--- src/rtl/lfsr_param_engine.sv ---
// Parametrised LFSR with Galois/Fibonacci stepping, seed load
// and hardware measurement of the sequence period.
module lfsr_param_engine #(
  parameter int              WIDTH        = 5,
  parameter logic [WIDTH-1:0] GAL_TAPS     = 5'b00100,
  parameter logic [WIDTH-1:0] FIB_TAPS     = 5'b10100,
  parameter logic [WIDTH-1:0] SEED_DEFAULT = 5'b00001
) (
  input  logic             clk,
  input  logic             rst,
  input  logic             en,
  input  logic             load,
  input  logic [WIDTH-1:0] seed,
  input  logic             mode,
  output logic [WIDTH-1:0] state,
  output logic             mode_q,
  output logic             wrap,
  output logic [WIDTH-1:0] period,
  output logic             period_valid,
  output logic             seed_err
);

  logic [WIDTH-1:0] r_state;
  logic [WIDTH-1:0] r_ref;
  logic [WIDTH-1:0] r_cnt;
  logic [WIDTH-1:0] r_period;
  logic             r_mode;
  logic             r_wrap;
  logic             r_pvalid;
  logic             r_serr;

  logic [WIDTH-1:0] w_gal;
  logic [WIDTH-1:0] w_fib;
  logic [WIDTH-1:0] w_next;
  logic [WIDTH-1:0] w_n;
  logic [WIDTH-1:0] w_seed;
  logic             w_seed_zero;

  // Next-state candidates for both stepping styles
  always_comb begin
    w_gal    = '0;
    w_gal[0] = r_state[WIDTH-1];
    for (int i = 1; i < WIDTH; i++) begin
      w_gal[i] = r_state[i-1] ^ (GAL_TAPS[i] & r_state[WIDTH-1]);
    end
    w_fib = {r_state[WIDTH-2:0], ^(r_state & FIB_TAPS)};
  end

  assign w_next      = r_mode ? w_fib : w_gal;
  assign w_n         = r_cnt + {{(WIDTH-1){1'b0}}, 1'b1};
  assign w_seed_zero = (seed == '0);
  assign w_seed      = w_seed_zero ? SEED_DEFAULT : seed;

  // Load, step and period-measurement state
  always_ff @(posedge clk or posedge rst) begin
    if (rst) begin
      r_state  <= SEED_DEFAULT;
      r_ref    <= SEED_DEFAULT;
      r_mode   <= 1'b0;
      r_cnt    <= '0;
      r_period <= '0;
      r_pvalid <= 1'b0;
      r_wrap   <= 1'b0;
      r_serr   <= 1'b0;
    end else if (load) begin
      r_state  <= w_seed;
      r_ref    <= w_seed;
      r_mode   <= mode;
      r_cnt    <= '0;
      r_pvalid <= 1'b0;
      r_wrap   <= 1'b0;
      r_serr   <= w_seed_zero;
    end else if (en) begin
      r_state <= w_next;
      r_serr  <= 1'b0;
      if (w_next == r_ref) begin
        r_wrap   <= 1'b1;
        r_period <= w_n;
        r_pvalid <= 1'b1;
        r_cnt    <= '0;
      end else begin
        r_wrap <= 1'b0;
        r_cnt  <= w_n;
      end
    end else begin
      r_wrap <= 1'b0;
      r_serr <= 1'b0;
    end
  end

  assign state        = r_state;
  assign mode_q       = r_mode;
  assign wrap         = r_wrap;
  assign period       = r_period;
  assign period_valid = r_pvalid;
  assign seed_err     = r_serr;

endmodule

--- config.mk ---
export PLATFORM = sky130hd
export DESIGN_NAME = lfsr_param_engine
export DESIGN_NICKNAME = d
export VERILOG_FILES = /design/src/rtl/lfsr_param_engine.sv
export SDC_FILE = /design/constraint.sdc
export NUM_CORES = 1
export LEC_CHECK = 0
export CORE_UTILIZATION = 30
export DETAILED_ROUTE_END_ITERATION = 6
export DONT_BUFFER_PORTS = 1
export GPL_TIMING_DRIVEN = 1
export SETUP_SLACK_MARGIN = 0.5
export SYNTH_ARGS = -nofsm -noshare
export SYNTH_HDL_FRONTEND = slang
export SYNTH_SLANG_ARGS = --single-unit
--- constraint.sdc ---
create_clock -name clk -period 3.35 [get_ports clk]
set_input_delay 0.335 -clock clk [delete_from_list [all_inputs] [get_ports clk]]
set_output_delay 0.335 -clock clk [all_outputs]
set_load 0.05 [all_outputs]
-- Word-level counts from Yosys, hierarchy flattened
Cells that the tools add are included.
- register bits after elaboration: 24
- bits in latches: 0
- bits in writable memories: 0
- bits in read-only memories: 0
- bits of input ports: 10
- memories kept: 0
- add/sub/neg operators: 1
- multipliers: 0
- div/mod/pow operators: 0
- $lt $le $gt $ge: 0
- equality and inequality tests: 1
- shifts and indexed selects: 0
- mux-type cells: 14
- bitwise operators: 2
- reduce and logical (&&, ||, !) cells: 6
- operators by type and width (operator ; count):
    $mux 5 ; 6
    $mux 1 ; 7
    $add 5x1->5 const B ; 1
    $eq 5x5->1 ; 1
    $logic_not 5->1 ; 1
    $reduce_xor 5->1 ; 1
    $reduce_bool 2->1 ; 2
    $mux 3 ; 1
    $reduce_and 3->1 ; 1
    $reduce_and 2->1 ; 1
    $not 1->1 ; 1
    $xor 1x1->1 ; 1

-- Logic depth before layout (Yosys ltp)
- depth in word-level cells: 6
- depth in mapped cells: 7
- depth with buffers taken out: 5

-- Worst setup path before layout
OpenSTA, ideal clock, no wires.
- kind: register to register
- from: register r_state[2] (netlist: state[2])
- to: register r_period[1] (netlist: period[1])
- arrival time: 2.323 ns
- required time: 3.225 ns
- setup slack: 0.901 ns
- cell stages (with the launch flop): 8
- path through: dfrtp_1 buf_2 xor2_1 a311oi_1 o22a_2 or4b_4 buf_6 mux2_4
- cells in the longest elaborated chain, start to end: 4
- RTL lines (element ; RTL line ; RTL):
    start: declaration ; 23 ; logic [WIDTH-1:0] r_state;
    start signal: assignment ; 66 ; r_state <= w_seed;
    start signal: assignment ; 74 ; r_state <= w_next;
    $reduce_xor 5->1 ; 46 ; w_fib = {r_state[WIDTH-2:0], ^(r_state & FIB_TAPS)};
    $mux 3 ; 49 ; assign w_next = r_mode ? w_fib : w_gal;
    $eq 5x5->1 * ; 76 ; if (w_next == r_ref) begin
    $reduce_and 3->1 (no source line) * ; -- ;
    end signal: assignment ; 78 ; r_period <= w_n;
    end: declaration ; 26 ; logic [WIDTH-1:0] r_period;
Mark *: on every way between the ends. The rest lies on a longest branch, timed or not.
A chain may end at the register's enable or synchronous reset.

-- Worst setup path after layout
Same ends and word-level chain as after synthesis.

==> key figures <==
Logic synthesis
  – Top-area cell type share of the netlist area: 45.3%
  – FFs w/ async S/R, synth: 100%
  – YS warnings: 0
  – Flip-flop and latch count after synthesis: 24
  – Synth area leader: dfrtp_1
  – Synth Instances: 116
  – Number of flops mapped to enable cells by yosys: 0
  – Syn Area/Cell: 10.5 sq um
  – Mapped Nets: 127
  – Top FF cell, synth: dfrtp_1
  – Cell area after synthesis: 1220 sq um
  – Cell variety after synth: 30
  – Seq/Total Area, Yosys: 49.6%
  – Largest cells by area after synthesis: dfrtp_1, o21ai_0, mux2_4

Setup path
  – CP Class: reg -> reg
  – Worst EP required: 3.51 ns
  – Largest stage delay, worst path: 0.80 ns
  – Worst path slowest cell: dfrtp_1
  – Crit-path cells: and4b_1, a311oi_1, o22a_2, or4b_4, mux2_4
  – Crit path DAT: 2.67 ns
  – CP top delay family: simple AND/OR/NAND/NOR gates
  – Startpoint Class: register
  – CP endpoint kind: register
  – Crit-path max FO: 8
  – Worst path bufs/invs: 0

Detailed routing
  – Final WL: 2320 um
  – Detail Route Antenna Nets: 0
  – Routed vias: 806
  – Per-cell routed wire length: 14.2 um
  – DRT Pass-1 Iters: 4
  – DRC: 0
  – Avg Vias per Cell: 4.94
  – Detailed Route Iter0 Violations: 26

Floorplanning
  – Number of I/O pins: 24
  – Initial Util: 32.2%
  – Core box area: 3770 sq um
  – Die ar.: 4310 sq um
  – Die Ht: 65.7 um
  – Row count: 22
  – Die W: 65.7 um

Cells and area
  – Most frequent cells in the layout: dfrtp_1, o21ai_0, inv_1
  – # diodes: 0
  – Share of post-route cells with drive strength above 1: 12.2%
  – FILL cells: 366
  – Layout net count: 127
  – Final core occ: 34.7%
  – Design Area, Final: 1310 sq um
  – P&R area growth vs syn: 7.51%
  – Most common cell after layout, fill and taps aside: dfrtp_1

Power
  – VDD IR-drop max: 0.000145 V
  – Leak Pwr: 0.608 nW
  – Sequential share of power: 57.9%
  – Design Power: 0.680 mW
  – Pint: 0.461 mW
  – Pwr dens: 520 nW/um^2
  – Comb pwr share: 12.7%
  – Psw: 0.219 mW
  – Clock power share: 29.4%
  – Sw Share: 32.3%

Place
  – Placer Congestion: 0.739
  – Post-DP Area: 1250 sq um
  – Setup Slack @ Placement: 0.847 ns
  – I/O Buffers: 0
  – Detail Placement HPWL: 1700 um

Timing
  – Worst Max-Slew Pin Slew: 0.857 ns
  – Finish-stage setup viols: 0
  – Final WS setup: 0.836 ns
  – Post-layout min period: 2.51 ns
  – Worst Skew: 0.00304 ns
  – Rel. slew slack: 42.8%
  – Tcrit/Tclk final: 75.0%
  – Final Max Tran Viols: 0
  – RSZ-0062 raised after global routing: no
  – Final Hold Fails: 0
  – Fmax achieved: 0.398 GHz
  – TNS Setup: 0 ns

Clock network
  – Clock latency on the worst-skew pair: 0.27 ns
  – Clock transition at path regs: 0.09 ns
  – Root buffer cell: clkbuf_8
  – Htree depth: 1
  – CTS tree: done
  – Num CTS Buffers: 3
  – Clock Sinks: 24
  – Post-CTS Hold Fix Bufs: 0
  – Post-CTS Repair Setup Buffers: 0
  – Clock buffer depth: 2
  – Resize count post-CTS: 0

Global routing
  – GRT Total Usage: 12.6%
  – Global route overflow: 0
  – Number of antenna violations at the first check in global routing: 0
  – Vias in the first global route: 805
  – Largest net degree at the start of global routing: 25
  – First-pass GRT wire length: 4040 um

Flow run
  – Number of max-cap violations: 0

Outcome
  – Status: finished, final reports clean

Min path
  – Tightest Hold Check Type: in -> async
## power by group through the flow
stage / clock, mW / combinational [mW] / sequential (mW)
detailed placement: 0 / 0.0874 / 0.401
finish: 0.200 / 0.0865 / 0.394
floorplan: 0 / 0.0764 / 0.394
global route: 0.216 / 0.0976 / 0.399
global placement: 0 / 0.0845 / 0.398
CTS: 0.203 / 0.0879 / 0.395
## synth_stat cells (all sizes together) (4+ instances only)
library cell / count
mux2i: 5
o21ai: 15
clkbuf: 4
mux2: 5
a21oi: 5
dfrtp: 22
nand2b: 5
inv: 9
xnor2: 6
xor2: 4
nand2: 7
## area by class of cell
cell class	count	area, sq um	area share [%]
Sequential cell	24	603	46.1
Multi-Input combinational cell	77	548	41.9
Tap cell	48	60.1	4.59
Clock buffer	4	55.1	4.21
Inverter	9	33.8	2.58
Timing Repair Buffer	1	7.51	0.574
## final timing paths
path                            cells past startpoint         to  slack, ns      from
worst max-delay path                                5  period[1]       0.84  state[2]
worst min-delay path                                1  period[0]       0.12       rst
worst max register to register                      5  period[1]       0.84  state[2]
min in group clk                                    1   r_cnt[4]       0.12      load
max in group asynchronous                           1   state[1]       2.70       rst
worst min register to register                      2   r_ref[0]       0.51  r_ref[0]
## state kept, by name (all words and copies together) (netlist names)
register	count
mode_q	1
r_cnt	5
period	5
wrap	1
period_valid	1
r_ref	5
state	5
seed_err	1
## through the flow
step / hold WS [ns] / instances
floorplan: 0.348 / 116
finish: 0.121 / 163
global route: 0.112 / 163
detailed placement: 0.406 / 159
global placement: 0.402 / 159
CTS: 0.115 / 163
## cells by family (layout without fill, tap and decap cells)
logic type / Yosys count / in the layout / synth area share [%]
compound gates: 26 / 26 / 11.9
xor+xnor: 10 / 10 / 7.20
fa+ha+maj: 1 / 1 / 1.03
buf+inv: 15 / 14 / 5.35
flops: 24 / 24 / 49.6
mux: 10 / 10 / 9.98
simple gates: 30 / 30 / 14.9
## layer usage
metal  wire, um  part of all wire [%]  GRT usage, %  vias to the layer above
met3         60                   2.6          2.78                        4
met5          0                     0             0                        -
li1           -                     -             -                      391
met1       1030                    44          15.7                      401
met4         47                   2.0          6.52                        0
met2       1180                    51          20.2                       10
No activity file was read; power rests on OpenSTA's default activity.
